**src/rtl/if_fetch_queue.sv**
```systemverilog
// Instruction-fetch front end: sequential PC generation, DEPTH-entry fetch queue and redirect flush.
// Optional misaligned-redirect fault reporting is enabled by defining IF_MISALIGN_FAULT_EN.
module if_fetch_queue #(
  parameter int unsigned          XLEN     = 32,
  parameter int unsigned          DEPTH    = 4,
  parameter int unsigned          ADDR_W   = 10,
  parameter logic [XLEN-1:0]      RESET_PC = '0
) (
  input  logic              clk,
  input  logic              reset,
  input  logic              pc_src,
  input  logic [XLEN-1:0]   branch_pc,
  output logic              imem_req_valid,
  input  logic              imem_req_ready,
  output logic [ADDR_W-1:0] imem_req_addr,
  input  logic              imem_rsp_valid,
  input  logic [XLEN-1:0]   imem_rsp_instr,
  output logic              out_valid,
  input  logic              out_ready,
  output logic [XLEN-1:0]   out_pc,
  output logic [XLEN-1:0]   out_instr
`ifdef IF_MISALIGN_FAULT_EN
  ,
  output logic              out_fault
`endif
);

  localparam int unsigned PTR_W = $clog2(DEPTH);
  localparam int unsigned CNT_W = $clog2(DEPTH + 1);

  logic [XLEN-1:0]  fetch_pc;
  logic [XLEN-1:0]  pc_q    [DEPTH];
  logic [XLEN-1:0]  instr_q [DEPTH];
  logic [DEPTH-1:0] filled_q;
  logic [PTR_W-1:0] head, fill, tail;
  logic [CNT_W-1:0] count, pend_cnt, drop_cnt;
  logic [CNT_W:0]   occupancy;
  logic             room, fetch_en, queue_valid;
  logic             req_fire, pop, rsp_drop, rsp_fill;

  // Stale responses still hold memory slots, so they count against the request budget.
  assign occupancy   = {1'b0, count} + {1'b0, drop_cnt};
  assign room        = occupancy < (CNT_W + 1)'(DEPTH);
  assign queue_valid = (count != '0) && filled_q[head] && !pc_src && fetch_en;

  assign imem_req_valid = reset && fetch_en && !pc_src && room;
  assign imem_req_addr  = fetch_pc[ADDR_W+1:2];

  assign req_fire = imem_req_valid && imem_req_ready;
  assign pop      = queue_valid && out_ready;
  assign rsp_drop = imem_rsp_valid && (drop_cnt != '0);
  assign rsp_fill = imem_rsp_valid && (drop_cnt == '0);

`ifdef IF_MISALIGN_FAULT_EN
  typedef enum logic [1:0] {ST_RUN, ST_FAULT, ST_IDLE} state_t;

  state_t          state, state_nxt;
  logic [XLEN-1:0] fault_pc;
  logic            fault_valid;

  assign fetch_en    = (state == ST_RUN);
  assign fault_valid = (state == ST_FAULT) && (drop_cnt == '0) && !pc_src;

  always_ff @(posedge clk or negedge reset) begin
    if (!reset) begin
      state    <= ST_RUN;
      fault_pc <= '0;
    end else begin
      state <= state_nxt;
      if (pc_src) fault_pc <= branch_pc;
    end
  end

  always_comb begin
    state_nxt = state;
    if (pc_src)
      state_nxt = (branch_pc[1:0] != 2'b00) ? ST_FAULT : ST_RUN;
    else if (fault_valid && out_ready)
      state_nxt = ST_IDLE;
  end

  assign out_valid = queue_valid || fault_valid;
  assign out_pc    = fault_valid ? fault_pc : pc_q[head];
  assign out_instr = fault_valid ? XLEN'(32'h0000_0013) : instr_q[head];
  assign out_fault = fault_valid;
`else
  assign fetch_en  = 1'b1;
  assign out_valid = queue_valid;
  assign out_pc    = pc_q[head];
  assign out_instr = instr_q[head];
`endif

  always_ff @(posedge clk or negedge reset) begin
    if (!reset) begin
      fetch_pc <= RESET_PC;
      head     <= '0;
      fill     <= '0;
      tail     <= '0;
      count    <= '0;
      pend_cnt <= '0;
      drop_cnt <= '0;
      filled_q <= '0;
      pc_q     <= '{default: '0};
      instr_q  <= '{default: '0};
    end else if (pc_src) begin
      // Every unfilled entry becomes a stale response, less one if it lands this cycle.
      fetch_pc <= branch_pc & ~XLEN'(3);
      head     <= tail;
      fill     <= tail;
      count    <= '0;
      pend_cnt <= '0;
      filled_q <= '0;
      drop_cnt <= drop_cnt + pend_cnt - CNT_W'(imem_rsp_valid);
    end else begin
      if (req_fire) begin
        pc_q[tail]     <= fetch_pc;
        filled_q[tail] <= 1'b0;
        tail           <= tail + PTR_W'(1);
        fetch_pc       <= fetch_pc + XLEN'(4);
      end
      if (rsp_drop) begin
        drop_cnt <= drop_cnt - CNT_W'(1);
      end else if (rsp_fill) begin
        instr_q[fill]  <= imem_rsp_instr;
        filled_q[fill] <= 1'b1;
        fill           <= fill + PTR_W'(1);
      end
      if (pop) head <= head + PTR_W'(1);
      count    <= count + CNT_W'(req_fire) - CNT_W'(pop);
      pend_cnt <= pend_cnt + CNT_W'(req_fire) - CNT_W'(rsp_fill);
    end
  end

endmodule
```
**config.mk**
```make
export PLATFORM = sky130hd
export DESIGN_NAME = if_fetch_queue
export DESIGN_NICKNAME = d
export VERILOG_FILES = /design/src/rtl/if_fetch_queue.sv
export SDC_FILE = /design/constraint.sdc
export NUM_CORES = 1
export LEC_CHECK = 0
export CORE_AREA = 2 2 238 240
export DETAILED_ROUTE_END_ITERATION = 8
export DIE_AREA = 0 0 240 242
export GPL_ROUTABILITY_DRIVEN = 0
export SYNTH_ARGS = -nofsm -noshare
export SYNTH_HDL_FRONTEND = slang
export SYNTH_SLANG_ARGS = --single-unit
```
**constraint.sdc**
```tcl
create_clock -name clk -period 3.3 [get_ports clk]
set_input_delay 0.66 -clock clk [delete_from_list [all_inputs] [get_ports clk]]
set_output_delay 0.66 -clock clk [all_outputs]
set_load 0.02 [all_outputs]
```
Word level (Yosys, flattened, before mapping)
Index checks and enable logic that the tools add are counted.
{"block": "word_totals", "ff_bits": 307}
{"block": "classes", "addsub": 12, "order_cmp": 11, "eq_ne": 1, "n_mux": 34, "bitwise_logic": 8, "n_reduce_logical": 23}
{"op": "$bwmux 128", "count": 2}
{"op": "$mux 32", "count": 8}
{"op": "$bmux 32 s2", "count": 2}
{"op": "$demux 32 s2", "count": 2}
{"op": "$add 32x3->32 const B", "count": 1}
{"op": "$mux 4", "count": 5}
{"op": "$logic_and 1x1->1", "count": 12}
{"op": "$mux 3", "count": 4}
{"op": "$mux 2", "count": 5}
{"op": "$ge 3x3->1 const B", "count": 3}
{"op": "$lt 2x3->1 const B", "count": 3}
{"op": "$not 2->3", "count": 3}
{"op": "$sub 3x1->3", "count": 3}
{"op": "$reduce_bool 2->1", "count": 4}
{"op": "$add 2x1->2 const B", "count": 3}
{"op": "$add 3x1->3", "count": 2}
{"op": "$lt 3x1->1 const B", "count": 2}
{"op": "$reduce_bool 3->1", "count": 2}
{"op": "$add 3x3->4", "count": 1}
{"op": "$and 4x4->4", "count": 1}
{"op": "$demux 1 s2", "count": 2}
{"op": "$ge 2x1->1 const B", "count": 2}
{"op": "$lt 4x3->1 const B", "count": 1}
{"op": "$not 4->4", "count": 1}
{"op": "11 further kinds", "count": 15}

Longest topological paths before layout
{"block": "logic_depth", "ltp_word": 12, "mapped_depth": 13}

Worst setup path after synthesis
OpenSTA, ideal clock, no wires.
{"block": "synth_timing", "path_type": "input-to-reg", "start": "input pc_src", "end": "register pend_cnt[2]", "setup_ns": 0.132, "arrival_ns": 2.686, "required_ns": 3.168, "setup_slack_ns": 0.482, "stages": 13, "path_cell_list": "buf_2 > nor4_2 > and4_1 > buf_4 > inv_2 > clkbuf_1 > ha_1 > inv_1 > ha_1 > inv_1 > fa_1 > xnor2_1 > nor2_1"}
{"block": "synth_between", "elab_chain_len": 7}
{"item": "start, declared", "line": "11", "rtl": "input logic pc_src,"}
{"item": "$logic_not 1->1", "line": "46", "rtl": "assign imem_req_valid = reset && fetch_en && !pc_src && room;"}
{"item": "$logic_and 1x1->1 (2 in a row)", "line": "46"}
{"item": "$logic_and 1x1->1", "line": "49", "rtl": "assign req_fire = imem_req_valid && imem_req_ready;"}
{"item": "$add 3x1->3", "line": "130", "rtl": "pend_cnt <= pend_cnt + CNT_W'(req_fire) - CNT_W'(rsp_fill);"}
{"item": "$sub 3x1->3", "line": "130"}
{"item": "$mux 3 *", "line": "105", "rtl": "end else if (pc_src) begin"}
{"item": "end signal, assigned", "line": "130"}
{"item": "end, declared", "line": "36", "rtl": "logic [CNT_W-1:0] count, pend_cnt, drop_cnt;"}
Mark *: on every way between the ends. The rest lies on a longest branch, timed or not.
A chain may end at the register's enable or synchronous reset.

Worst setup path in the final report
{"block": "layout_timing", "start": "register head[0]", "end": "output out_pc[7]"}
{"block": "layout_between", "elab_chain_len": 4}
{"item": "start, declared", "line": "35", "rtl": "logic [PTR_W-1:0] head, fill, tail;"}
{"item": "start signal, assigned", "line": "108", "rtl": "head <= tail;"}
{"item": "start signal, assigned", "line": "128", "rtl": "if (pop) head <= head + PTR_W'(1);"}
{"item": "$not 2->3 (not written as such)", "line": "89", "rtl": "assign out_pc = pc_q[head];"}
{"item": "$bmux 32 s2", "line": "89"}
{"item": "$mux 32 (not written as such) (2 in a row)", "line": "89"}
{"item": "end, declared", "line": "20", "rtl": "output logic [XLEN-1:0] out_pc,"}
Every way passes these cells. The select of a mux whose other input is x is not followed.

==> impl_metrics.csv <==
group,metric,value,unit
final_layout,fillers,5609,
grt,grtUsageTotal,12.0,%
power,comb_power_share,35.1,%
floorplanning,die_w,240,um
worst_setup_path,r2r_cells,10,
timing,finalCritPeriodShare,95.9,%
yosys,synth_edf_count,0,
detailed_routing,totalWireLength,34200,um
final_layout,syn_to_final_growth,25.4,%
yosys,yosys.area_share.simple,5.40,%
floorplanning,die_area,0.0581,mm2
clock_network,clkLatencyLatePin,0.54,ns
yosys,synth-adder-area-share,2.26,%
yosys,synth-compound-area-share,3.25,%
timing,clock_skew,0.0282,ns
floorplanning,placementRows,87,
grt,grt_first_pass_wirelength,53800,um
clock_network,clkSinkCount,297,
yosys,synthCells,954,
yosys,synth_top_family_by_area,"multiplexers",
clock_network,cts_max_level,2,
worst_setup_path,crit_required,2.64,ns
power,clkPwrFrac,26.5,%
timing,max_freq,316,MHz
worst_setup_path,end_kind,"output pin",
timing,worstMarginPinSlew,0.980,ns
detailed_routing,vias,8412,
power,p_sw,0.00466,W
grt,gr-total-overflow,0,
timing,rsz0062_at_grt,"no",
status,status,"finished, final reports clean",
final_layout,mostFrequentLayoutCells,"dfrtp_1 (295), mux2_2 (245), clkdlybuf4s50_1 (139)",
yosys,netlist-cell-type-count,50,
yosys,syn_avg_cell_area,14.4,um2
detailed_routing,drc,0,
yosys,synthXorXnorAreaFrac,1.15,%
timing,drv_slew,0,
yosys,synth.cell_area,0.0138,mm2
placement,numPortBuffers,141,
detailed_routing,drt-vias-per-instance,4.51,
placement,hpwl,21800,um
job,maxCapViolCount,0,
power,pwr-share-seq,38.4,%
yosys,synth.ff_latch_count,297,
detailed_routing,wl_per_cell,18.3,um
timing,setup_tns,0,ns
yosys,muxShareOfSynthArea,30.5,%
timing,slew_headroom,34.7,%
yosys,async_flop_share,100,%
clock_network,tritoncts,"yes",
floorplanning,die_y,242,um
detailed_routing,drt-initial-drc-count,371,
power,ir_drop,306,uV
timing,holdWs,0.490,ns
final_layout,layout_commonest_cell,"dfrtp_1",
min_path,hold_path_class,"reg2reg",
timing,hold_violations,0,
final_layout,final_nets,1176,
timing,layout_min_cycle_time,3.17,ns
yosys,synth_top_cell_by_area,"dfrtp_1",
yosys,synthTopCellsByArea,"dfrtp_1 (54%), mux2_2 (20%), mux4_2 (10%)",
grt,grt_pass1_vias,9208,
clock_network,numCtsBuffers,38,
power,p_leak,7.55,nW
clock_network,postCtsSetupBuffers,0,
detailed_routing,firstDrtPassIters,4,
yosys,synth_ff_type,"dfrtp_1",
grt,grt_max_degree,124,
worst_setup_path,startpoint_type,"flip-flop",
yosys,yosysWarnings,0,
clock_network,ctsRootBufferMaster,"clkbuf_16",
yosys,seq_area_frac_synth,54.0,%
detailed_routing,ant_nets,0,
grt,antenna_found_initial,0,
power,netSwitchingFraction,30.8,%
clock_network,cts_max_path_buffers,3,
power,p_int,0.0105,W
yosys,synth_top_area_share,54.0,%
worst_setup_path,arrival,2.51,ns
timing,finalSetupViolations,0,
floorplanning,io_pins,146,
min_path,whs_path_depth,2,
worst_setup_path,setup.worst_path.class,"reg2out",
worst_setup_path,crit_fanout,40,
floorplanning,initial_core_util,24.7,%
final_layout,drive_gt1_share,36.9,%
power,p_per_area,877,mW/mm2
final_layout,diodes,0,
floorplanning,coreArea,0.0557,mm2
clock_network,path_clk_slew,0.06,ns
cells by family after synthesis:
logic type | after synthesis
AO/OA/AOI/OAI | 67
AND/OR/NAND/NOR | 140
XOR/XNOR | 18
multiplexers | 310
adder cells (fa/ha/maj) | 23
other | 1
buffers and inverters | 98
flip-flops | 297
final cells by class:
cell class	instances	area, um2	share of cell area [%]
Tap cell	756	946	5.48
Clock inverter	16	161	0.936
Sequential cell	297	7440	43.1
Inverter	19	71.3	0.413
Timing Repair Buffer	167	1700	9.88
Clock buffer	49	1050	6.11
Multi-Input combinational cell	560	5870	34.0
registers in the layout, summed over array words and instances, names as in the netlist:
name,cells
head,2
tail,2
count,3
pend_cnt,3
fetch_pc,30
filled_q,4
drop_cnt,3
pc_q,120
fill,2
instr_q,128
final timing paths:
| path | end | start | slack, ns |
|---|---|---|---|
| setup / recovery | out_pc[7] | head[0]$_DFFE_PN0P_ | 0.13 |
| hold / removal | pc_q[103]$_DFFE_PN0P_ | pc_q[103]$_DFFE_PN0P_ | 0.49 |
| setup reg to reg | count[2]$_DFF_PN0_ | head[0]$_DFFE_PN0P_ | 0.67 |
| hold reg to reg | pc_q[103]$_DFFE_PN0P_ | pc_q[103]$_DFFE_PN0P_ | 0.49 |
| max in group asynchronous | instr_q[69]$_DFFE_PN0P_ | reset | 0.96 |
| min in group asynchronous | pc_q[101]$_DFFE_PN0P_ | reset | 0.57 |
stage by stage:
stage	setup slack, ns	power, W	instances	area (um2)	util [%]
final	0.135	0.0151	1864	17200	30.9
after global routing	0.00680	0.0160	1864	17200	30.9
after CTS	0.0149	0.0154	1864	17200	30.9
after detailed placement	0.528	0.0113	1798	16000	28.7
after global placement	0.539	0.0111	1798	16000	28.7
after floorplan	0.482	0.00914	955	13800	-
cells in the mapped netlist, types with 7 or more instances:
cell type and number:
dfrtp_1 297, mux2_2 245, mux4_2 63, nand2_1 52, buf_2 29, nand3_1 26, buf_1 21, o21ai_0 21
ha_1 20, inv_1 18, nor2_1 16, buf_4 14, clkbuf_1 13, o211ai_1 10, xor2_1 10, nand4_1 8
o311ai_0 8, xnor2_1 8, a21oi_1 7
critical path, stage by stage, from the launching register on:
cell	delay (ns)
dfrtp_4	0.45
buf_16	0.32
mux4_2	0.60
clkdlybuf4s50_1	0.58
power by group through the flow:
| stage | combinational (W) | clock (W) | sequential, W |
|---|---|---|---|
| after CTS | 0.00545 | 0.00417 | 0.00581 |
| after global placement | 0.00532 | 0 | 0.00575 |
| after floorplan | 0.00359 | 0 | 0.00555 |
| after global routing | 0.00574 | 0.00432 | 0.00599 |
| after detailed placement | 0.00542 | 0 | 0.00586 |
| final | 0.00532 | 0.00401 | 0.00581 |
routing by layer:
metal	vias up	global-route usage (%)	wire (um)
met5	-	0	0
met4	0	4.44	969
met3	55	2.26	1300
met2	150	19.6	16400
met1	4432	15.7	15500
li1	3775	-	-
timing repair:
| action | CTS | global route |
|---|---|---|
| hold buffers | 1 | 0 |
| endpoints found under the setup margin | 0 | 1 |
| endpoints found under the hold margin | 29 | 0 |
| resized for setup | 0 | 1 |
(Power assumes the default switching activity.)
